`config.mk`:
```
export PLATFORM = sky130hd
export DESIGN_NAME = acc_sched
export DESIGN_NICKNAME = d
export VERILOG_FILES = /design/src/rtl/acc_sched_pkg.sv /design/src/rtl/acc_sched_rr_arbiter.sv /design/src/rtl/acc_sched.sv
export SDC_FILE = /design/constraint.sdc
export NUM_CORES = 1
export LEC_CHECK = 0
export CORE_ASPECT_RATIO = 0.6
export CORE_MARGIN = 3
export CORE_UTILIZATION = 41
export CTS_CLUSTER_DIAMETER = 30
export DETAILED_ROUTE_END_ITERATION = 12
export PLACE_DENSITY = 0.79
export SLEW_MARGIN = 20
export SYNTH_ARGS = -nofsm -noshare
export SYNTH_HDL_FRONTEND = slang
export SYNTH_SLANG_ARGS = --single-unit
```
`constraint.sdc`:
```
create_clock -name clock -period 1.2 [get_ports clock]
set_input_delay 0.24 -clock clock [delete_from_list [all_inputs] [get_ports clock]]
set_output_delay 0.24 -clock clock [all_outputs]
set_load 0.02 [all_outputs]
```
`src/rtl/acc_sched_pkg.sv`:
```
// Shared types and constants for the acc_sched job scheduler.
package acc_sched_pkg;

    typedef enum logic {
        IDLE = 1'b0,
        BUSY = 1'b1
    } state_t;

    localparam int ACC_LAT   = 4;
    localparam int TAG_DEPTH = ACC_LAT + 1;
    localparam int TAG_ID_W  = 3;

    // id is sized for the largest NREQ (8); narrower grants are zero-extended
    typedef struct packed {
        logic                valid;
        logic [TAG_ID_W-1:0] id;
    } tag_t;

endpackage

```
`src/rtl/acc_sched_rr_arbiter.sv`:
```
// Round-robin arbiter: combinational winner search starting at the pointer,
// pointer moves to one past the winner when the grant is taken.
module rr_arbiter #(
    parameter int NREQ = 2,
    parameter int IDW  = 1
) (
    input  logic            clock,
    input  logic            rstn,
    input  logic [NREQ-1:0] req,
    input  logic            en,
    output logic [NREQ-1:0] gnt_oh,
    output logic [IDW-1:0]  gnt_id,
    output logic            any
);

    logic [IDW-1:0] ptr;
    logic           found;
    int             idx;

    assign any = |req;

    always_comb begin
        gnt_oh = '0;
        gnt_id = '0;
        found  = 1'b0;
        idx    = 0;
        for (int off = 0; off < NREQ; off++) begin
            idx = int'(ptr) + off;
            if (idx >= NREQ) idx = idx - NREQ;
            if (!found && req[idx]) begin
                found       = 1'b1;
                gnt_oh[idx] = 1'b1;
                gnt_id      = IDW'(idx);
            end
        end
    end

    always_ff @(posedge clock or negedge rstn) begin
        if (!rstn) begin
            ptr <= '0;
        end else if (en && any) begin
            if (int'(gnt_id) == NREQ - 1) ptr <= '0;
            else                          ptr <= gnt_id + IDW'(1);
        end
    end

endmodule

```
`src/rtl/acc_sched.sv`:
```
// Job scheduler sharing one pipelined accumulator between NREQ requesters.
// Optional statistics counters are enabled with `define ACC_SCHED_STATS_EN.
module acc_sched
    import acc_sched_pkg::*;
#(
    parameter int WIDTH = 16,
    parameter int NREQ  = 2
) (
    input  logic                    clock,
    input  logic                    rstn,
    input  logic [NREQ-1:0]         req_valid,
    output logic [NREQ-1:0]         req_ready,
    input  logic [NREQ*WIDTH-1:0]   req_data,
    input  logic [NREQ-1:0]         req_sub,
    input  logic [NREQ-1:0]         req_last,
    output logic                    acc_clr,
    output logic                    acc_add_sub,
    output logic [WIDTH-1:0]        acc_d,
    input  logic [WIDTH-1:0]        acc_q,
    output logic                    res_valid,
    output logic [$clog2(NREQ)-1:0] res_id,
    output logic [WIDTH-1:0]        res_data,
    output logic                    busy
`ifdef ACC_SCHED_STATS_EN
    ,
    output logic [31:0]             stat_jobs,
    output logic [31:0]             stat_beats
`endif
);

    localparam int IDW = $clog2(NREQ);

    // Handshake: a beat transfers on a cycle where req_valid[i] and
    // req_ready[i] are both high; ready never depends on valid.
    state_t            state;
    logic [IDW-1:0]    grant;
    logic [NREQ-1:0]   grant_oh;
    logic              first;
    logic              accept;
    logic              arb_en;
    logic [NREQ-1:0]   win_oh;
    logic [IDW-1:0]    win_id;
    logic              win_any;
    tag_t              tags [TAG_DEPTH];

    assign arb_en    = (state == IDLE);
    assign req_ready = (state == BUSY) ? grant_oh : '0;
    assign accept    = (state == BUSY) && req_valid[grant];

    rr_arbiter #(
        .NREQ (NREQ),
        .IDW  (IDW)
    ) u_arb (
        .clock  (clock),
        .rstn   (rstn),
        .req    (req_valid),
        .en     (arb_en),
        .gnt_oh (win_oh),
        .gnt_id (win_id),
        .any    (win_any)
    );

    always_ff @(posedge clock or negedge rstn) begin
        if (!rstn) begin
            state    <= IDLE;
            grant    <= '0;
            grant_oh <= '0;
            first    <= 1'b0;
        end else begin
            case (state)
                IDLE: begin
                    if (win_any) begin
                        grant    <= win_id;
                        grant_oh <= win_oh;
                        first    <= 1'b1;
                        state    <= BUSY;
                    end
                end
                default: begin
                    if (accept) begin
                        first <= 1'b0;
                        if (req_last[grant]) state <= IDLE;
                    end
                end
            endcase
        end
    end

    // Idle cycles feed add-zero so the accumulator holds its value.
    always_ff @(posedge clock or negedge rstn) begin
        if (!rstn) begin
            acc_clr     <= 1'b0;
            acc_add_sub <= 1'b0;
            acc_d       <= '0;
        end else if (accept) begin
            acc_clr     <= first;
            acc_add_sub <= req_sub[grant];
            acc_d       <= req_data[int'(grant)*WIDTH +: WIDTH];
        end else begin
            acc_clr     <= 1'b0;
            acc_add_sub <= 1'b0;
            acc_d       <= '0;
        end
    end

    // Tag shift matches the accumulator depth plus the output register.
    always_ff @(posedge clock or negedge rstn) begin
        if (!rstn) begin
            for (int i = 0; i < TAG_DEPTH; i++) tags[i] <= '0;
        end else begin
            tags[0].valid <= accept && req_last[grant];
            tags[0].id    <= TAG_ID_W'(grant);
            for (int i = 1; i < TAG_DEPTH; i++) tags[i] <= tags[i-1];
        end
    end

    always_ff @(posedge clock or negedge rstn) begin
        if (!rstn) begin
            res_valid <= 1'b0;
            res_id    <= '0;
            res_data  <= '0;
        end else begin
            res_valid <= tags[TAG_DEPTH-1].valid;
            if (tags[TAG_DEPTH-1].valid) begin
                res_id   <= tags[TAG_DEPTH-1].id[IDW-1:0];
                res_data <= acc_q;
            end
        end
    end

    always_comb begin
        busy = (state == BUSY);
        for (int i = 0; i < TAG_DEPTH; i++) busy = busy | tags[i].valid;
    end

`ifdef ACC_SCHED_STATS_EN
    always_ff @(posedge clock or negedge rstn) begin
        if (!rstn) begin
            stat_jobs  <= '0;
            stat_beats <= '0;
        end else begin
            if (res_valid) stat_jobs  <= stat_jobs + 32'd1;
            if (accept)    stat_beats <= stat_beats + 32'd1;
        end
    end
`endif

endmodule

```
==> flow_summary.yaml <==
timing:
  setup_viol: 3
  maxSlewViolCount: 0
  setup_tns_ns: -0.404
  tightest_slew_ns: 0.298
  finalHoldWorstSlack_ns: 0.355
  period_share_pct: 118
  hold_viol_final: 0
  slew-limit-headroom_pct: 80.2
  rsz0062_at_grt: "yes"
  worst_slack_ns: -0.213
  skew_ns: 0.00418
  period_minus_slack_ns: 1.41
  clock.fmax_mhz: 708
worst_setup_path:
  crit_required_ns: 0.96
  rr_worst_depth: 3
  startpoint_type: "register"
  r2r-start: "state$_DFF_PN0_"
  r2r-end: "state$_DFF_PN0_"
  cp-startpoint: "tags[15]$_DFF_PN0_"
  reg2reg_slack_ns: 0.04
  crit_type: "register to output port"
  cp-endpoint: "busy"
  cp-end-kind: "output port"
  worstPathArrival_ns: 1.17
  path_max_fanout: 2
synth:
  netlist_instances: 157
  syn_area_um2: 2140
  ys_types: 31
  yosysMostFrequentCell: "dfrtp_1"
  synth_top_area_cell: "dfrtp_1"
  syn-num-nets: 213
  syn-mean-instance-area_um2: 13.6
  synthTopCellsByCount: "52 x dfrtp_1, 17 x nand3_1, 17 x nand3b_1"
  yosys-top-cells-area: "dfrtp_1 61%, mux2_4 6.3%, nand3b_1 6.0%"
  async_reset_ff_share_pct: 100
  yosysTopAreaCellShare_pct: 60.8
  ys_seq_area_share_pct: 60.8
  synth-edff-count: 0
  synth-seq-cells: 52
  ys_warn_count: 0
  synth_ff_type: "dfrtp_1"
finish:
  drive_gt1_share_pct: 32.3
  num_antenna_cells: 0
  nFillCells: 397
  syn2layout_area_growth_pct: 48.6
  nets: 319
  final_area_um2: 3180
clock_network:
  clk_pin_slew_worst_paths_ns: 0.09
  cts-root-buf: "clkbuf_8"
  clock-sinks: 52
  cts_tree: "done"
  cts_buffer_depth: 2
  clk_latency_ns: 0.29
  htree_levels: 2
  cts_made_buffers: 5
place:
  routabilityCongestion: 0.728
  hpwl_um: 3650
  placed_area_um2: 3160
  port-buffer-count: 94
floorplanning:
  fp.dieH_um: 62.0
  start_util_pct: 44.6
  fp-row-count: 19
  core_um2: 4800
  dieArea_um2: 6150
  die_width_um: 99.3
  ios: 95
global_route:
  antenna_found_initial: 0
  grt_pass1_vias: 1536
  grt_pass1_wl_um: 7600
  grt_use_total_pct: 16.2
  grt_max_degree: 53
  grt-ovfl-total: 0
outcome:
  status: "complete, but fails checks"
  violations: "setup timing"
detailed_routing:
  antenna_left: 0
  avgViaCountPerCell: 4.91
  drc_errors: 0
  wl_per_cell_um: 15.5
  wl_um: 5070
  drt_iter0_markers: 39
  dr.pass1.iters: 4
  vias: 1601
power:
  ir_worst_vdd_uv: 1320
  powerDensity_nw_per_um2: 2200
  leakagePower_nw: 1.44
run:
  drv_cap: 0
min_path:
  hold_class: "register to register"
## per-layer routing
layer	global-route usage, %	part of all wire [%]	vias up
met5	0	0	-
met3	5.13	7.4	2
met1	22.5	47	782
met4	2.92	0.38	0
met2	25.6	45	57
li1	-	-	760
## power by group
part | switching (mW) | internal, mW | total (mW)
logic | 1.60 | 1.70 | 3.29
registers | 0.331 | 2.46 | 2.79
clock network | 0.513 | 0.398 | 0.911
total | 2.44 | 4.55 | 6.99
## flip-flops by register name, summed over array words and instances, names as in the netlist
| name | flops |
|---|---|
| res_id | 1 |
| first | 1 |
| acc_clr | 1 |
| u_arb.ptr | 1 |
| acc_add_sub | 1 |
| res_data | 16 |
| grant | 1 |
| tags | 10 |
| state | 1 |
| grant_oh | 2 |
| res_valid | 1 |
| acc_d | 16 |
## cell families after synthesis
group	synth area share, %
flip-flops	60.8
AND/OR/NAND/NOR	13.4
AO/OA/AOI/OAI	9.42
multiplexers	10.5
buffers and inverters	5.85
## final cells by class
class                      count  area, um^2  area share (%)
tap                           63        78.8            2.48
multi-input combinational     91         724            22.8
clock buffer                   6        72.6            2.28
inverter                       1        3.75           0.118
timing repair buffer         112         992            31.2
clock inverter                 1        5.00           0.157
sequential                    52        1300            41.0
## worst min-delay path by stage
stage | start | to | slack, ns | cells after the start
floorplan | rstn | acc_add_sub$_DFF_PN0_ | -0.06 | 0
global placement | rstn | acc_d[15]$_DFF_PN0_ | 0.25 | 2
detailed placement | rstn | acc_d[15]$_DFF_PN0_ | 0.26 | 2
CTS | tags[8]$_DFF_PN0_ | tags[4]$_DFF_PN0_ | 0.36 | 0
global route | tags[8]$_DFF_PN0_ | tags[4]$_DFF_PN0_ | 0.36 | 0
finish | tags[8]$_DFF_PN0_ | tags[4]$_DFF_PN0_ | 0.35 | 0
## what timing repair did
item,4_1_cts,5_1_grt
setup buffers,0,3
endpoints found under the setup margin,42,38
hold buffers,1,0
hold endpoints to repair,52,0
pin swaps,1,2
cloned,0,1
resized for setup,114,34
## through the flow
step | setup slack (ns) | utilization [%] | cells | power, mW
5_1_grt | -0.292 | 66.2 | 326 | 7.43
6_report | -0.213 | 66.2 | 326 | 6.99
3_5_place_dp | -0.307 | 65.8 | 314 | 6.35
2_1_floorplan | 0.0273 | - | 157 | 4.82
3_3_place_gp | -0.273 | 65.8 | 314 | 6.26
4_1_cts | -0.239 | 68.3 | 322 | 7.13
## critical path: stages (launching register included)
cell	delay [ns]
dfrtp_1	0.39
nor4_2	0.27
nand2_1	0.07
buf_2	0.16
## placed cells by master (no fill, tap or decap), types with 2 or more instances in the layout
| master | synthesis | final |
|---|---|---|
| nand2_1 | 5 | 5 |
| dfrtp_1 | 52 | 51 |
| a21boi_0 | 7 | 7 |
| buf_12 | 1 | 3 |
| and2_4 | 0 | 2 |
| buf_6 | 6 | 3 |
| clkdlybuf4s15_2 | 0 | 7 |
| clkdlybuf4s50_1 | 0 | 53 |
| a2bb2oi_1 | 2 | 2 |
| clkbuf_2 | 1 | 13 |
| mux2_2 | 8 | 8 |
| nand3b_1 | 17 | 17 |
| buf_2 | 2 | 18 |
| a21boi_1 | 10 | 10 |
| nand3_1 | 17 | 17 |
| mux2_4 | 9 | 9 |
| buf_4 | 2 | 12 |
| clkbuf_8 | 0 | 5 |
No activity file was read; power rests on OpenSTA's default activity.
==> RTL edit (config.mk and constraints unchanged) <==
The package constant `ACC_LAT` goes from 4 to 2.
--- a/src/rtl/acc_sched_pkg.sv
+++ b/src/rtl/acc_sched_pkg.sv
@@ -6,7 +6,7 @@
         BUSY = 1'b1
     } state_t;
 
-    localparam int ACC_LAT   = 4;
+    localparam int ACC_LAT   = 2;
     localparam int TAG_DEPTH = ACC_LAT + 1;
     localparam int TAG_ID_W  = 3;
 
Check against the original RTL: not equivalent (Yosys sat finds a counterexample within 10 cycles, from zero or initial values and one cycle with rstn low).
==> RTL edit against the original RTL <==
- the flow still finishes with violations (setup timing)
- register-to-register slack barely moved
- worst setup slack got worse by 0.18 ns
- via count down 4.1%
- sequential power is 9.0% lower
- clock skew is 0.0031 ns higher
- area after synthesis is 7.1% lower
- utilization grew 4.6 points
- wire length down 2.1%
- power is 1.1% lower
- sequential cell count is 4 lower
- critical path type unchanged
- cell area down 2.7%
==> RTL edit: results (changes against the original RTL) <==
Global routing
  – M1 GR Usage: 0.236 (+0.0112)
  – GR Util All Layers: 0.172 (+0.0100)
  – Global-route wire length before repair: 7380 um (-2.9%)
  – Met2 GRT Util: 0.275 (+0.0190)
  – Vias in the first global route: 1486 (-3.3%)
  – Met3 Track Usage GR: 0.0428 (-0.00851)
  – Largest net degree at the start of global routing: 49 (-7.5%)

Cells and area
  – Fillcell total: 311 (-22%)
  – Fin nets: 311 (-2.5%)
  – Layout Cells excl Fill: 316 (-3.1%)
  – Layout cells sized above 1: 0.344 (+0.0206)
  – Inserted Diodes: 0 (unchanged)
  – Top flop regs: acc_d (16), res_data (16), tags (6)

Placed design
  – Worst slack, placed: -0.480 ns (-0.173 ns)
  – Dpl hpwl: 3780 um (+3.7%)
  – Placer Congestion: 0.768 (+5.4%)

Timing
  – Clk_skew: 0.00730 ns (+0.00312 ns)
  – Setup TNS: -0.775 ns (-0.371 ns)
  – Final setup margin: -0.396 ns (-0.183 ns)
  – Setup Viol. Count Final: 3 (unchanged)
  – Worst Max-Slew Pin Slew: 0.268 ns (-0.0295 ns)

Route
  – M1 WL: 2320 um (-2.6%)
  – 1st-iter DRT viols: 65 (+67%)
  – Post-Route WL: 4960 um (-2.1%)
  – Metal3 WL: 224 um (-40%)
  – Met2 wire len: 2370 um (+3.5%)

Critical path
  – Critical Path Slowest Stage Cell: or4_4
  – Crit-path leading delay family: simple AND/OR/NAND/NOR gates
  – Crit path from: tags[11]
  – WP data arrival: 1.36 ns (+0.19 ns)
  – Crit path largest cell delay: 0.53 ns (+0.14 ns)

Status
  – Violated checks: setup timing
  – Status: complete, but fails checks

Synth
  – Mux cell area share after synthesis: 0.0963 (-0.00892)
  – Net count after synthesis: 207 (-2.8%)
  – Post-synth cell types: 26 (-16%)
  – Post-synthesis compound-gate area fraction: 0.102 (+0.00786)
  – Sequential share of the synthesized area: 0.605 (-0.00365)
  – Synth top cells by count: 48 x dfrtp_1, 17 x mux2_2, 17 x nand3_1, 17 x nand3b_1, 15 x a21boi_0
  – Area contributors post-synth: dfrtp_1 60%, mux2_2 9.6%, nand3b_1 6.4%
  – Synth Area in Adders: 0 (unchanged)
  – Post-synthesis cell count: 151 (-3.8%)

Power and ir drop
  – Sw Share: 0.346 (-0.00320)
  – Worst VDD drop: 1.07 mV (-18%)
  – Sequential power share: 0.367 (-0.032)
  – Pwr per Cell Area: 2240 nW/um^2 (+1.6%)
  – Clock power frac: 0.176 (+0.046)

Clocking
  – CTS resizes: 119 (+4.4%)
  – Worst-path clk slew: 0.09 ns (about the same)
-- RTL edit: cell types whose count changed in the layout (fill, tap and decap cells not counted), sizes merged, moves of 2 or more --
cell           unedited run  this run
buf                      36        34
clkdlybuf4s15             7        13
dlymetal6s2s              0         2
dfrtp                    52        48
clkbuf                   20        14
-- RTL edit: area by class of cell --
class | instances | area, um^2 | share of cell area
Multi-Input combinational cell | 89 | 687 | 0.222
Tap cell | 60 | 75.1 | 0.0243
Timing Repair Buffer | 110 | 1010 | 0.325
Sequential cell | 48 | 1200 | 0.388
Clock inverter | 2 | 38.8 | 0.0125
Inverter | 1 | 3.75 | 0.00121
Clock buffer | 6 | 82.6 | 0.0267
-- RTL edit: final timing paths --
check	endpoint	slack, ns	depth (start not counted)
setup / recovery	busy	-0.40	2
hold / removal	tags[4]	0.35	0
setup reg to reg	state	0.04	3
hold reg to reg	tags[4]	0.35	0
max in group asynchronous	grant_oh[0]	0.51	3
min in group asynchronous	acc_d[14]	0.46	3
